===== src/rtl/sc_lane_scheduler.sv =====
// sc_lane_scheduler
// Schedules shifts for LANES background lane shift registers. Each lane has a
// tick-driven countdown reloaded from its speed field; when a countdown expires
// the lane becomes pending and is dispatched (one shift command) by the FSM,
// lowest-index pending lane first, at most one shift every two cycles.
// Optional feature macro: SC_LANE_SCHEDULER_PAUSE_EN (freezes counters, pending
// bits and dispatch while pause is held low in RUN).
module sc_lane_scheduler #(
    parameter int                LANES    = 4,
    parameter int                SPEED_W  = 4,
    parameter logic [LANES-1:0]  DIR_MASK = 4'b0101
) (
    input  logic                       SC_LANE_SCHEDULER_CLOCK_50,
    input  logic                       SC_LANE_SCHEDULER_RESET_InLow,
    input  logic                       SC_LANE_SCHEDULER_startButton_InLow,
    input  logic                       SC_LANE_SCHEDULER_tick_InLow,
    input  logic                       SC_LANE_SCHEDULER_pause_InLow,
    input  logic [LANES*SPEED_W-1:0]   SC_LANE_SCHEDULER_speed_In,
    output logic                       SC_LANE_SCHEDULER_clear_OutLow,
    output logic                       SC_LANE_SCHEDULER_load_OutLow,
    output logic [LANES-1:0]           SC_LANE_SCHEDULER_laneSelect_Out,
    output logic [1:0]                 SC_LANE_SCHEDULER_shiftselection_Out,
    output logic                       SC_LANE_SCHEDULER_overrun_OutLow
);

    localparam int GRANT_W = (LANES > 1) ? $clog2(LANES) : 1;

    localparam logic [2:0] ST_RESET    = 3'd0;
    localparam logic [2:0] ST_IDLE     = 3'd1;
    localparam logic [2:0] ST_INIT     = 3'd2;
    localparam logic [2:0] ST_LOAD     = 3'd3;
    localparam logic [2:0] ST_WAIT_REL = 3'd4;
    localparam logic [2:0] ST_RUN      = 3'd5;
    localparam logic [2:0] ST_DISPATCH = 3'd6;

    localparam logic [1:0] SHIFT_HOLD  = 2'b11;
    localparam logic [1:0] SHIFT_RIGHT = 2'b10;
    localparam logic [1:0] SHIFT_LEFT  = 2'b01;

    logic [2:0]         stateReg, stateNext;
    logic [LANES-1:0]   pendingReg, pendingNext;
    logic [GRANT_W-1:0] grantReg, grantNext;
    logic               overrunReg, overrunNext;

    logic               startReq;
    logic               tickReq;
    logic               pauseHold;
    logic               tickCount;
    logic               inInit;
    logic               inDispatch;
    logic [LANES-1:0]   laneSet;
    logic [LANES-1:0]   grantOneHot;
    logic [LANES-1:0]   dispatchClear;
    logic [GRANT_W-1:0] lowestIdx;
    logic               overrunHit;

    assign startReq   = !SC_LANE_SCHEDULER_startButton_InLow;
    assign tickReq    = !SC_LANE_SCHEDULER_tick_InLow;
    assign inInit     = (stateReg == ST_INIT);
    assign inDispatch = (stateReg == ST_DISPATCH);

`ifdef SC_LANE_SCHEDULER_PAUSE_EN
    // Pause only has meaning in RUN; a dispatch already in flight completes.
    assign pauseHold = !SC_LANE_SCHEDULER_pause_InLow && (stateReg == ST_RUN);
`else
    logic unusedPause;
    assign unusedPause = SC_LANE_SCHEDULER_pause_InLow;
    assign pauseHold   = 1'b0;
`endif

    // Ticks are counted in both RUN and DISPATCH so a dispatch never drops a tick.
    assign tickCount = tickReq && (((stateReg == ST_RUN) && !pauseHold) || inDispatch);

    // ------------------------------------------------------------------
    // Per-lane countdown. A zero counter means the lane is disabled: it was
    // reloaded with speed 0, so it holds and never raises pending. A new
    // speed value is only picked up when the counter reloads.
    // ------------------------------------------------------------------
    for (genvar gi = 0; gi < LANES; gi++) begin : gLane
        logic [SPEED_W-1:0] speedLane;
        logic [SPEED_W-1:0] counterReg, counterNext;
        logic               laneActive;

        assign speedLane  = SC_LANE_SCHEDULER_speed_In[gi*SPEED_W +: SPEED_W];
        assign laneActive = tickCount && (counterReg != '0);
        assign laneSet[gi] = laneActive && (counterReg == SPEED_W'(1));

        assign counterNext = inInit      ? speedLane :
                             laneSet[gi] ? speedLane :
                             laneActive  ? (counterReg - SPEED_W'(1)) :
                                           counterReg;

        // Lane countdown register.
        always_ff @(posedge SC_LANE_SCHEDULER_CLOCK_50 or negedge SC_LANE_SCHEDULER_RESET_InLow) begin
            if (!SC_LANE_SCHEDULER_RESET_InLow) begin
                counterReg <= '0;
            end else begin
                counterReg <= counterNext;
            end
        end

        assign grantOneHot[gi] = (grantReg == GRANT_W'(gi));
    end

    assign dispatchClear = inDispatch ? grantOneHot : '0;

    // A new expiry on an already pending lane is an overrun, unless that lane
    // is being dispatched in the same cycle (the shift consumes the old one).
    assign overrunHit  = |(laneSet & pendingReg & ~dispatchClear);

    assign pendingNext = inInit ? '0 : ((pendingReg & ~dispatchClear) | laneSet);
    assign overrunNext = inInit ? 1'b1 : (overrunReg & ~overrunHit);

    // Lowest-index pending lane has priority for the next dispatch.
    always_comb begin
        lowestIdx = '0;
        for (int i = LANES - 1; i >= 0; i--) begin
            if (pendingReg[i]) begin
                lowestIdx = GRANT_W'(i);
            end
        end
    end

    // Sequencer next-state and grant latch.
    always_comb begin
        stateNext = stateReg;
        grantNext = grantReg;
        case (stateReg)
            ST_RESET: begin
                stateNext = ST_IDLE;
            end
            ST_IDLE: begin
                if (startReq) begin
                    stateNext = ST_INIT;
                end
            end
            ST_INIT: begin
                stateNext = ST_LOAD;
            end
            ST_LOAD: begin
                stateNext = ST_WAIT_REL;
            end
            ST_WAIT_REL: begin
                if (!startReq) begin
                    stateNext = ST_RUN;
                end
            end
            ST_RUN: begin
                if (startReq) begin
                    stateNext = ST_INIT;
                end else if (pauseHold) begin
                    stateNext = ST_RUN;
                end else if (|pendingReg) begin
                    stateNext = ST_DISPATCH;
                    grantNext = lowestIdx;
                end
            end
            ST_DISPATCH: begin
                // A restart request is honoured from RUN after the shift completes.
                stateNext = ST_RUN;
            end
            default: begin
                stateNext = ST_RESET;
            end
        endcase
    end

    // Sequencer state, pending set, grant and sticky overrun flag.
    always_ff @(posedge SC_LANE_SCHEDULER_CLOCK_50 or negedge SC_LANE_SCHEDULER_RESET_InLow) begin
        if (!SC_LANE_SCHEDULER_RESET_InLow) begin
            stateReg   <= ST_RESET;
            pendingReg <= '0;
            grantReg   <= '0;
            overrunReg <= 1'b1;
        end else begin
            stateReg   <= stateNext;
            pendingReg <= pendingNext;
            grantReg   <= grantNext;
            overrunReg <= overrunNext;
        end
    end

    // Outputs decode only registered state, so reset forces them immediately.
    assign SC_LANE_SCHEDULER_clear_OutLow   = !((stateReg == ST_RESET) || inInit);
    assign SC_LANE_SCHEDULER_load_OutLow    = !(stateReg == ST_LOAD);
    assign SC_LANE_SCHEDULER_overrun_OutLow = overrunReg;
    assign SC_LANE_SCHEDULER_laneSelect_Out = inDispatch ? grantOneHot : '0;
    assign SC_LANE_SCHEDULER_shiftselection_Out =
        !inDispatch         ? SHIFT_HOLD :
        DIR_MASK[grantReg]  ? SHIFT_LEFT : SHIFT_RIGHT;

endmodule


===== config.mk =====
export PLATFORM = sky130hd
export DESIGN_NAME = sc_lane_scheduler
export DESIGN_NICKNAME = d
export VERILOG_FILES = /design/src/rtl/sc_lane_scheduler.sv
export SDC_FILE = /design/constraint.sdc
export NUM_CORES = 1
export LEC_CHECK = 0
export CORE_UTILIZATION = 25
export CTS_CLUSTER_DIAMETER = 40
export CTS_CLUSTER_SIZE = 25
export DETAILED_ROUTE_END_ITERATION = 12
export MAX_ROUTING_LAYER = met4
export RECOVER_POWER = 25
export SYNTH_ARGS = -nofsm -noshare
export SYNTH_HDL_FRONTEND = slang
export SYNTH_SLANG_ARGS = --single-unit

===== constraint.sdc =====
create_clock -name SC_LANE_SCHEDULER_CLOCK_50 -period 4.7 [get_ports SC_LANE_SCHEDULER_CLOCK_50]
set_input_delay 0.94 -clock SC_LANE_SCHEDULER_CLOCK_50 [delete_from_list [all_inputs] [get_ports SC_LANE_SCHEDULER_CLOCK_50]]
set_output_delay 0.94 -clock SC_LANE_SCHEDULER_CLOCK_50 [all_outputs]
set_load 0.05 [all_outputs]

==> out/metrics.cfg, run 1 <==
[finish]
design_area_mm2 = 0.00213
final_cells = 298
insertedDiodeCount = 0
fin_nets = 251
multiInputGateArea_um2 = 957
final_core_util_pct = 32.7
final_layout_size_suffix_gt1_share_pct = 5.43
regArea_um2 = 652
area_delta_synth_final_pct = 23.4
nFillCells = 656

[worst_hold_path]
hp-start = SC_LANE_SCHEDULER_overrun_OutLow
holdCritPathClass = reg2reg

[sta]
max_freq_ghz = 0.310
setup_viol = 0
final-hold-violation-count = 0
slew_viol_final = 0
finalClockSkew_ns = 0.00412
finalCritPeriodShare_pct = 68.6
min_period_ns = 3.23
tns_ns = 0
rsz0062_at_grt = false
tightest_slew_ns = 1.46
max_slew_margin_pct = 2.49

[routing]
drt-initial-drc-count = 94
vias_per_cell = 5.11
drt_wl_total_um = 4080
drc = 0
dr_total_vias = 1522
dr.pass1.iters = 4
antenna_left = 0
wl_per_cell_um = 13.7

[die]
pin_count = 30
die_height_um = 85.0
start_util_pct = 26.5
die_w_um = 85.0
fp.dieArea_mm2 = 0.00723
fp-row-count = 29
core-area_mm2 = 0.00649

[critical_path]
reg2reg_depth = 5
end_kind = output pin
timing.rr.end = gLane[3].counterReg[1]
cp-startpoint = stateReg[0]
crit_type = reg2out
critical_path_required_ns = 3.76
crit_fanout = 12
start_kind = register
endpoint = SC_LANE_SCHEDULER_laneSelect_Out[2]
worstPathArrival_ns = 2.29
r2r_slack_ns = 2.56
crit-reg2reg-launch = stateReg[2]

[yosys]
synthTopCellsByCount = 25 x dfrtp_1, 20 x inv_1, 18 x o21ai_0, 15 x nor2_1, 13 x nand3_1
ys_seq_elements = 26
yosys-top-cells-area = dfrtp_1 36%, ha_1 5.8%, o21ai_0 5.2%
syn-num-nets = 224
netlist.area_leader.share_pct = 36.3
synthMostInstantiatedCell = dfrtp_1
synthFlopType = dfrtp_1
synth_cells = 195
synth-edff-count = 0
yosys.area.top_type = dfrtp_1
synthesis.area_mm2 = 0.00172
ys_seq_area_share_pct = 37.8
async_flop_share_pct = 100
syn_avg_cell_area_um2 = 8.84
yosys_warnings = 0
ys_types = 39

[power]
leakage_nw = 0.852
power_frac_seq_pct = 37.1
peakVddDrop_mv = 0.169
swShare_pct = 45.9
combPwrFrac_pct = 51.1
power_switching_mw = 0.586
internal-power_mw = 0.691
p_clk_share_pct = 11.8
p_per_area_mw_per_mm2 = 600
power_mw = 1.28

[clocking]
cts_setup_buffers = 0
ctsHoldBuffers = 0
cts.sinks = 26
cts_buffer_depth = 2
clk_pin_slew_ns = 0.09
h-tree-depth = 1
cts.repair.resized = 0
cts_buffers = 3
clk_latency_ns = 0.28
cts_tree = yes
cts-root-buf = clkbuf_8

[place]
dp_hpwl_um = 2950
postPlaceCellArea_mm2 = 0.00208
place_inst = 294
port_buffers = 28
place_congestion = 0.772

[global_routing]
grt_max_degree = 27
grt_pass1_wl_um = 6880
track_usage_pct = 12.5
antenna_found_initial = 0
grt_pass1_vias = 1426
grt-ovfl-total = 0

[job]
max_cap_viol_count = 0

[run_status]
status = finished clean

## how the worst min path moves through the flow
stage          slack (ns)                          endpoint  cells after the start
3_5_place_dp         0.51  SC_LANE_SCHEDULER_overrun_OutLow                      2
6_report             0.51  SC_LANE_SCHEDULER_overrun_OutLow                      2
4_1_cts              0.52  SC_LANE_SCHEDULER_overrun_OutLow                      2
5_1_grt              0.55  SC_LANE_SCHEDULER_overrun_OutLow                      2
2_1_floorplan        0.48                       grantReg[0]                      2
3_3_place_gp         0.50  SC_LANE_SCHEDULER_overrun_OutLow                      2
## metal layers
layer | part of all wire, % | GRT usage [%] | up-vias
li1 | - | - | 761
met1 | 49 | 17.1 | 717
met2 | 46 | 18.8 | 39
met3 | 4.1 | 1.85 | 5
met4 | 1.3 | 4.16 | 0
met5 | 0 | - | -
## metrics by stage
stage	setup slack, ns	hold WS [ns]
5_1_grt	1.36	0.549
3_5_place_dp	1.72	0.505
4_1_cts	1.45	0.520
3_3_place_gp	1.79	0.500
6_report	1.47	0.515
2_1_floorplan	1.56	0.482
## placed cells by master, fill, tap and decap left out, drive strengths merged, types with 3 or more instances in the layout
master,instances
inv,20
dfrtp,25
nor4,4
nand3b,4
o21ai,18
nand2b,4
nand3,13
a211oi,8
a21oi,8
ha,8
a31oi,4
mux2i,8
nand2,9
nor2,15
clkdlybuf4s50,27
nor3,3
nor4b,8
clkbuf,5
a2bb2oi,8
## worst max-delay path, stage by stage, from the launching register on
cell and delay [ns]:
dfrtp_1 0.52, nand4bb_1 0.40, nor2_1 0.24, clkdlybuf4s50_1 0.84
## power by group through the flow
| stage | Sequential, mW | Combinational (mW) | Clock [mW] |
|---|---|---|---|
| after floorplan | 0.433 | 0.530 | 0 |
| after global placement | 0.474 | 0.639 | 0 |
| after detailed placement | 0.476 | 0.654 | 0 |
| after CTS | 0.472 | 0.657 | 0.158 |
| after global routing | 0.496 | 0.741 | 0.167 |
| final | 0.473 | 0.652 | 0.151 |
## flip-flops by register name, summed over array words and instances, names as in the netlist
register,flops
SC_LANE_SCHEDULER_overrun_OutLow,1
gLane.counterReg,16
grantReg,2
pendingReg,4
stateReg,3
## kinds of logic after synthesis
family | share of synthesized area (%)
AO/OA/AOI/OAI | 20.4
XOR/XNOR | 0.944
adder cells (fa/ha/maj) | 5.81
buffers and inverters | 6.68
flip-flops | 37.8
multiplexers | 4.64
AND/OR/NAND/NOR | 23.7
## cell type report
| class | instances | area share (%) |
|---|---|---|
| Timing Repair Buffer | 30 | 13.7 |
| Clock buffer | 4 | 2.59 |
| Inverter | 20 | 3.53 |
| Sequential cell | 26 | 30.6 |
| Tap cell | 77 | 4.53 |
| Multi-Input combinational cell | 141 | 45.0 |
Power figures use the tool's default switching activity.
==> run 2, diff against run 1 <==
Clock period 4.7 ns to 3 ns, I/O delays scaled along.
==> run 2 against run 1 <==
Via count increased by 2.2%. Sequential share of layout area shrank 0.65 points. Critical path type unchanged. Power grew 63%. Register-to-register slack worse by 1.7 ns. Non-clock buffer count grew 4. Critical endpoint unchanged. Flip-flop and latch count unchanged. Clock skew grew 0.0051 ns. Count of clock-buffer cells in the layout down 1.
==> out/metrics.cfg, run 2 (synthesis results as in run 1) <==
[run_status]
status = finished clean

[die]
die_height_um = 85.0
fp.dieArea_mm2 = 0.00723
core-area_mm2 = 0.00649
die_w_um = 85.0
fp-row-count = 29
start_util_pct = 26.5
pin_count = 30

[critical_path]
reg2reg_depth = 6
worstPathArrival_ns = 2.14
r2r_slack_ns = 0.88
path_buf_inv = 1
start_kind = register
crit_type = reg2out
path_delay_family = buffers and inverters
slowest_stage = clkdlybuf4s50_1
critical_path_required_ns = 2.40
path_depth = 3
end_kind = output pin
critPathMaxStageDelay_ns = 0.84
path_cells = nand4bb_1 > nor2_1 > clkdlybuf4s50_1
crit_fanout = 9

[worst_hold_path]
hold_depth = 2
holdCritPathClass = reg2reg

[routing]
drt-initial-drc-count = 31
wl_per_cell_um = 13.3
dr_total_vias = 1555
drc = 0
vias_per_cell = 5.15
drt_wl_total_um = 4020
antenna_left = 0
dr.pass1.iters = 4

[place]
place_congestion = 0.786
postPlaceCellArea_mm2 = 0.00211
port_buffers = 28
dp_hpwl_um = 3000

[power]
leakage_nw = 0.880
peakVddDrop_mv = 0.251
power_mw = 2.08
p_per_area_mw_per_mm2 = 958

[finish]
fin_nets = 255
design_area_mm2 = 0.00217
area_delta_synth_final_pct = 26.1
nFillCells = 674
layout_commonest_cell = clkdlybuf4s50_1
layout_common_cells = 26 x clkdlybuf4s50_1, 25 x dfrtp_1, 20 x inv_1
largestRegisters = gLane.counterReg (16), pendingReg (4), stateReg (3)
final_layout_size_suffix_gt1_share_pct = 7.11
largest_reg_flops = 16
insertedDiodeCount = 0
top_register = gLane.counterReg

[sta]
min_period_ns = 2.74
finalClockSkew_ns = 0.00923
tightest_slew_ns = 0.888
max_slew_margin_pct = 40.8
setup_viol = 0
finalCritPeriodShare_pct = 91.4
slew_viol_final = 0
rsz0062_at_grt = false
tns_ns = 0
max_freq_ghz = 0.365
final-hold-violation-count = 0

[clocking]
clk_latency_ns = 0.27
clk_pin_slew_ns = 0.10
cts_setup_buffers = 0
cts.sinks = 26
cts-root-buf = clkbuf_8
cts_buffers = 3
cts.repair.resized = 0
h-tree-depth = 1
ctsHoldBuffers = 0
cts_tree = yes
cts_buffer_depth = 2

[job]
max_cap_viol_count = 0

[global_routing]
grt_max_degree = 21
grt_pass1_vias = 1522
antenna_found_initial = 0
grt_pass1_wl_um = 7070
track_usage_pct = 12.5
grt-ovfl-total = 0

[run 2: cell count changes in the layout (fill, tap and decap cells not counted)]
| cell | before | now |
|---|---|---|
| buf_4 | 1 | 5 |
| bufinv_16 | 0 | 1 |
| clkbuf_8 | 4 | 3 |
| clkdlybuf4s50_1 | 27 | 26 |
| dlygate4sd3_1 | 1 | 2 |
[run 2: cell type report]
type                            instances  area (um^2)  area share, %
Clock buffer                            3         41.3           1.90
Clock inverter                          1         30.0           1.38
Inverter                               20         75.1           3.45
Multi-Input combinational cell        141          957           44.0
Sequential cell                        26          652           30.0
Tap cell                               77         96.3           4.43
Timing Repair Buffer                   34          322           14.8
[run 2: path summary, 6_finish.rpt]
path                                             startpoint                             endpoint
max in group asynchronous     SC_LANE_SCHEDULER_RESET_InLow               gLane[0].counterReg[2]
min                        SC_LANE_SCHEDULER_overrun_OutLow     SC_LANE_SCHEDULER_overrun_OutLow
min in group asynchronous     SC_LANE_SCHEDULER_RESET_InLow                          grantReg[1]
max reg2reg                          gLane[2].counterReg[0]               gLane[2].counterReg[2]
max                                             stateReg[1]  SC_LANE_SCHEDULER_laneSelect_Out[2]
min reg2reg                SC_LANE_SCHEDULER_overrun_OutLow     SC_LANE_SCHEDULER_overrun_OutLow
[run 2: where the power goes]
| part | internal [mW] | switching (mW) | leakage (nW) |
|---|---|---|---|
| combinational | 0.464 | 0.615 | 0.533 |
| sequential | 0.526 | 0.184 | 0.311 |
| clock | 0.179 | 0.114 | 0.0357 |
| total | 1.17 | 0.913 | 0.880 |
[run 2: layer usage]
metal	global-route usage, %	routed length (um)	vias up
li1	-	-	771
met1	16.6	2030	748
met2	19.7	1840	32
met3	2.04	114	4
met4	3.24	29	0
met5	-	0	-
[run 2: metrics by stage]
stage / setup WS, ns / hold slack (ns) / instances / utilization (%)
after floorplan: 0.200 / 0.304 / 195 / -
after detailed placement: 0.545 / 0.500 / 298 / 32.4
final: 0.258 / 0.513 / 302 / 33.5
after global routing: 0.0878 / 0.524 / 302 / 33.5
after CTS: 0.237 / 0.514 / 302 / 33.5
after global placement: 0.558 / 0.498 / 298 / 32.4
[run 2: tightest hold or removal path, delay by kind of cell (launching register included)]
kind	cells	cell delay [ns]
DFF	1	0.39
AOI/OAI and AO/OA	2	0.13
==> run 3, diff against run 2 <==
Settings changed: CTS_CLUSTER_SIZE 25 to 8.
==> results of run 3 <==
Final layout, timing and power as in run 2 (identical DEF).
